## src/rtl/stream_handshake_monitor.sv

```systemverilog
// Zero-latency ready/valid pass-through that gathers transfer/stall statistics
// and raises sticky flags on handshake protocol violations.
module stream_handshake_monitor #(
   parameter type         payload_t     = logic,
   parameter int unsigned CntWidth      = 32,
   parameter int unsigned TimeoutCycles = 0
) (
   input  logic                clk_i,
   input  logic                rst_ni,
   input  logic                clear_i,
   input  logic                valid_i,
   output logic                ready_o,
   input  payload_t            payload_i,
   output logic                valid_o,
   input  logic                ready_i,
   output payload_t            payload_o,
   output logic [CntWidth-1:0] transfers_o,
   output logic [CntWidth-1:0] stall_cycles_o,
   output logic [CntWidth-1:0] max_stall_o,
   output logic                err_valid_drop_o,
   output logic                err_payload_change_o,
   output logic                timeout_o
);

   typedef enum logic {Idle, Pending} state_e;

   // Timeout threshold widened so that values beyond the counter range can never match.
   localparam int unsigned          ExtW       = CntWidth + 32;
   localparam logic [ExtW-1:0]      TimeoutExt = ExtW'(TimeoutCycles);

   state_e              state_q, state_d;
   payload_t            latched_q, latched_d;
   logic [CntWidth-1:0] transfers_q, transfers_d;
   logic [CntWidth-1:0] stall_q, stall_d;
   logic [CntWidth-1:0] run_q, run_d;
   logic [CntWidth-1:0] max_q, max_d;
   logic                err_drop_q, err_drop_d;
   logic                err_chg_q, err_chg_d;
   logic                timeout_q, timeout_d;
   logic                stall_evt;

   function automatic logic [CntWidth-1:0] sat_inc(input logic [CntWidth-1:0] v);
      return (&v) ? v : v + CntWidth'(1);
   endfunction

   assign valid_o   = valid_i;
   assign ready_o   = ready_i;
   assign payload_o = payload_i;

   always_comb begin
      state_d     = state_q;
      latched_d   = latched_q;
      transfers_d = transfers_q;
      stall_d     = stall_q;
      run_d       = run_q;
      max_d       = max_q;
      err_drop_d  = err_drop_q;
      err_chg_d   = err_chg_q;
      timeout_d   = timeout_q;
      stall_evt   = 1'b0;

      unique case (state_q)
         Idle: begin
            if (valid_i && ready_i) begin
               transfers_d = sat_inc(transfers_q);
            end else if (valid_i) begin
               latched_d = payload_i;
               run_d     = CntWidth'(1);
               stall_d   = sat_inc(stall_q);
               stall_evt = 1'b1;
               state_d   = Pending;
            end
         end
         Pending: begin
            if (!valid_i) begin
               err_drop_d = 1'b1;
               run_d      = '0;
               state_d    = Idle;
            end else begin
               // A payload change is flagged even on the cycle the beat finally transfers.
               if (!(payload_i == latched_q)) begin
                  err_chg_d = 1'b1;
                  latched_d = payload_i;
               end
               if (ready_i) begin
                  transfers_d = sat_inc(transfers_q);
                  run_d       = '0;
                  state_d     = Idle;
               end else begin
                  stall_d   = sat_inc(stall_q);
                  run_d     = sat_inc(run_q);
                  stall_evt = 1'b1;
               end
            end
         end
         default: state_d = Idle;
      endcase

      if (stall_evt) begin
         if (run_d > max_q) max_d = run_d;
         if (TimeoutCycles != 0 && {32'd0, run_d} == TimeoutExt) timeout_d = 1'b1;
      end

      // Clear overrides any same-cycle update but leaves the handshake tracking alone.
      if (clear_i) begin
         transfers_d = '0;
         stall_d     = '0;
         run_d       = '0;
         max_d       = '0;
         err_drop_d  = 1'b0;
         err_chg_d   = 1'b0;
         timeout_d   = 1'b0;
      end
   end

   always_ff @(posedge clk_i or negedge rst_ni) begin
      if (!rst_ni) begin
         state_q     <= Idle;
         latched_q   <= '0;
         transfers_q <= '0;
         stall_q     <= '0;
         run_q       <= '0;
         max_q       <= '0;
         err_drop_q  <= 1'b0;
         err_chg_q   <= 1'b0;
         timeout_q   <= 1'b0;
      end else begin
         state_q     <= state_d;
         latched_q   <= latched_d;
         transfers_q <= transfers_d;
         stall_q     <= stall_d;
         run_q       <= run_d;
         max_q       <= max_d;
         err_drop_q  <= err_drop_d;
         err_chg_q   <= err_chg_d;
         timeout_q   <= timeout_d;
      end
   end

   assign transfers_o          = transfers_q;
   assign stall_cycles_o       = stall_q;
   assign max_stall_o          = max_q;
   assign err_valid_drop_o     = err_drop_q;
   assign err_payload_change_o = err_chg_q;
   assign timeout_o            = timeout_q;

endmodule

```

## config.mk

```make
export PLATFORM = sky130hd
export DESIGN_NAME = stream_handshake_monitor
export DESIGN_NICKNAME = d
export VERILOG_FILES = /design/src/rtl/stream_handshake_monitor.sv
export SDC_FILE = /design/constraint.sdc
export NUM_CORES = 1
export LEC_CHECK = 0
export CORE_AREA = 3 3 145 147
export CTS_CLUSTER_SIZE = 30
export DETAILED_ROUTE_END_ITERATION = 8
export DIE_AREA = 0 0 148 150
export PLACE_DENSITY = 0.64
export SLEW_MARGIN = 30
export SYNTH_ARGS = -nofsm -noshare
export SYNTH_HDL_FRONTEND = slang
export SYNTH_SLANG_ARGS = --single-unit
```

## constraint.sdc

```tcl
create_clock -name clk_i -period 4.8 [get_ports clk_i]
set_clock_uncertainty 0.1 [all_clocks]
set_input_delay 0.72 -clock clk_i [delete_from_list [all_inputs] [get_ports clk_i]]
set_output_delay 0.72 -clock clk_i [all_outputs]
set_load 0.05 [all_outputs]
```

==> flow_summary.json <==
{
  "synth.ff_latch_count": 132,
  "antennaDiodeCount": 0,
  "syn-instance-count": 858,
  "vdd_drop_max_mv": 0.222,
  "critical_path.max_fanout": 9,
  "clock_sinks": 132,
  "synth_edf_count": 0,
  "register_area_um2": 3300,
  "grt_start_max_net_pins": 76,
  "firstDrtPassIters": 5,
  "async_reset_ff_frac": 1.00,
  "num_rows": 52,
  "syn_to_final_growth_pct": 28.6,
  "grt_pass1_vias": 6742,
  "gp_congestion": 0.878,
  "core_um2": 20000,
  "cts_tree": "done",
  "setup_viol_count_final": 0,
  "synth_area_leaders": "dfrtp_1 43%, ha_1 5.7%, xor2_1 4.5%",
  "yosysWarnings": 0,
  "clkLatencyLatePin_ns": 0.42,
  "clkTransAtPathRegs_ns": 0.07,
  "hold_viol": 0,
  "grt_overflow_total": 0,
  "yosysUniqueCellTypes": 63,
  "vias_per_cell": 5.40,
  "avgSynthCellArea_um2": 9.02,
  "layout-drive-gt1-share": 0.0995,
  "critPathKind": "flop to flop",
  "critPathLaunch": "run_q[29]",
  "num_io_pins": 108,
  "status": "finished, final reports clean",
  "portBuffers": 106,
  "ys_seq_area_frac": 0.427,
  "total_power_mw": 3.56,
  "dp_hpwl_um": 14900,
  "fill_cells": 1970,
  "drtIter0Drc": 371,
  "drv_cap": 0,
  "hold_buffers": 0,
  "die_width_um": 148,
  "required_ns": 5.01,
  "slew_headroom": 0.422,
  "synthFlopType": "dfrtp_1",
  "synth_top_area_share": 0.427,
  "drv_slew": 0,
  "yosys.area.top_type": "dfrtp_1",
  "cts_buffers": 17,
  "slowest_delay_ns": 0.55,
  "grt.total_usage": 0.193,
  "multi_input_area_um2": 4120,
  "final_util": 0.497,
  "synth_area_um2": 7740,
  "clock.fmax_mhz": 218,
  "ant_nets": 0,
  "routed-via-count": 6880,
  "reg2reg_from": "run_q[29]",
  "worstPathCellList": "nand4_1, or4_1, buf_4, or3_1, nand3_1, nor3_1, a21oi_1, inv_1, ha_1, nand4_1, nor4_2, a21boi_0, o311a_1, o21ai_4, buf_4, and2_1, a211oi_1",
  "tightest_slew_ns": 0.861,
  "rsz0062_at_grt": "false",
  "cts_root_buffer": "clkbuf_16",
  "cts.path.max_buffers": 2,
  "antenna_found_initial": 0,
  "drcViolationCount": 0,
  "syn_nets": 899,
  "wl_per_cell_um": 16.3,
  "h-tree-depth": 4,
  "power_density_nw_per_um2": 358,
  "die_h_um": 150,
  "endpoint_kind": "flop",
  "synth_most_common_cell": "dfrtp_1",
  "leakagePower_nw": 4.27,
  "layout_min_cycle_time_ns": 4.59,
  "worst_path_max_delay_cell": "or4_1",
  "period_share": 0.956,
  "hold_slack_ns": 0.245,
  "synth_top_cells_by_count": "132 x dfrtp_1, 93 x nor2_1, 72 x nand2_1",
  "grt_pass1_wl_um": 34600,
  "hold_class": "primary input to asynchronous set/reset pin",
  "critPathLaunchType": "flop",
  "die_area_um2": 22200,
  "cp.arrival_ns": 4.80,
  "fin_nets": 1033,
  "initial_core_util": 0.386,
  "wl_um": 20800
}
-- per-stage QoR --
stage	setup WS (ns)	setup TNS, ns	instances	cell area, um2
floorplan	0.487	0	858	7740
global placement	0.0745	0	1236	9280
detailed placement	-0.0135	-0.0135	1236	9290
CTS	0.131	0	1268	9870
global route	0.0140	0	1275	9950
finish	0.212	0	1275	9950
-- power by group --
part           internal [mW]  leakage, nW  switching [mW]
logic                  0.392         2.15           0.654
registers               1.18         1.83          0.0364
clock network          0.738        0.284           0.564
total                   2.31         4.27            1.25
-- path summary, 6_finish.rpt --
| check | slack (ns) | to | cells past startpoint |
|---|---|---|---|
| worst min register to register | 0.40 | err_payload_change_o | 2 |
| worst max-delay path | 0.21 | max_stall_o[7] | 17 |
| worst min-delay path | 0.24 | max_stall_o[16] | 1 |
| worst max register to register | 0.21 | max_stall_o[7] | 17 |
| min in group clk_i | 0.40 | err_payload_change_o | 2 |
| max in group asynchronous | 3.44 | transfers_o[4] | 2 |
-- metal layers --
layer  GRT usage  share of wire
met2       0.311           0.48
met1       0.256           0.45
met3      0.0427          0.051
met4      0.0711          0.026
met5           0              0
-- registers in the layout, indices dropped and copies added (netlist names) --
| name | cells |
|---|---|
| err_valid_drop_o | 1 |
| max_stall_o | 32 |
| stall_cycles_o | 32 |
| err_payload_change_o | 1 |
| transfers_o | 32 |
| state_q | 1 |
| run_q | 32 |
| latched_q | 1 |
-- area by class of cell --
cell class / instances / area share
Clock buffer: 17 / 0.0427
Clock inverter: 15 / 0.0163
Inverter: 52 / 0.0196
Multi-Input combinational cell: 637 / 0.414
Sequential cell: 132 / 0.332
Tap cell: 270 / 0.0339
Timing Repair Buffer: 152 / 0.142
-- cells by family (layout without fill, tap and decap cells) --
logic type | count (synthesis) | in the layout | share of synthesized area
AOI/OAI and AO/OA | 161 | 162 | 0.135
xor gates and xnor gates | 57 | 57 | 0.0645
adders and majority gates | 35 | 35 | 0.0566
buffers and inverters | 90 | 236 | 0.0474
DFF | 132 | 132 | 0.427
muxes | 16 | 16 | 0.0208
other | 1 | 1 | 0.000484
and+or+nand+nor | 366 | 366 | 0.248
-- what timing repair did --
item | 4_1_cts | 5_1_grt
setup buffers | 0 | 6
resized for setup | 0 | 5
setup endpoints to repair | 0 | 32
-- worst max-delay path: cells and delay by family, from the launching register on --
kind	cells	cell delay, ns
DFF	1	0.41
adders and majority gates	1	0.29
AOI/OAI and AO/OA	5	1.25
and+or+nand+nor	8	1.97
buffers and inverters	3	0.46
-- layout by cell type (no fill, tap or decap), types with 3 or more instances in the layout --
cell type	synthesis	layout
a21o_1	5	5
nand2b_1	5	5
o31ai_1	3	3
nand3_1	40	40
nor2b_1	19	19
and2_1	11	11
and4_1	10	10
clkbuf_16	0	17
and3_1	17	17
inv_8	0	5
nor2_1	93	93
o211ai_1	8	8
a41oi_1	3	3
xnor2_1	17	17
mux2i_1	15	15
nor4_1	7	5
a311oi_1	3	3
nor4_4	3	3
a31oi_1	8	8
a211oi_1	25	25
clkdlybuf4s50_1	0	104
buf_4	5	46
clkinv_4	0	4
nand2_1	72	72
a21oi_1	47	47
nor3_1	17	17
o21ai_0	28	28
inv_1	51	51
xor2_1	40	40
dfrtp_1	132	132
nand4_1	31	31
o2111ai_1	4	4
or4_1	9	9
inv_6	0	3
nor4_2	1	3
o22ai_1	7	7
ha_1	35	35
or3_1	24	24
Note: power is estimated with default switching activity, not from simulation.
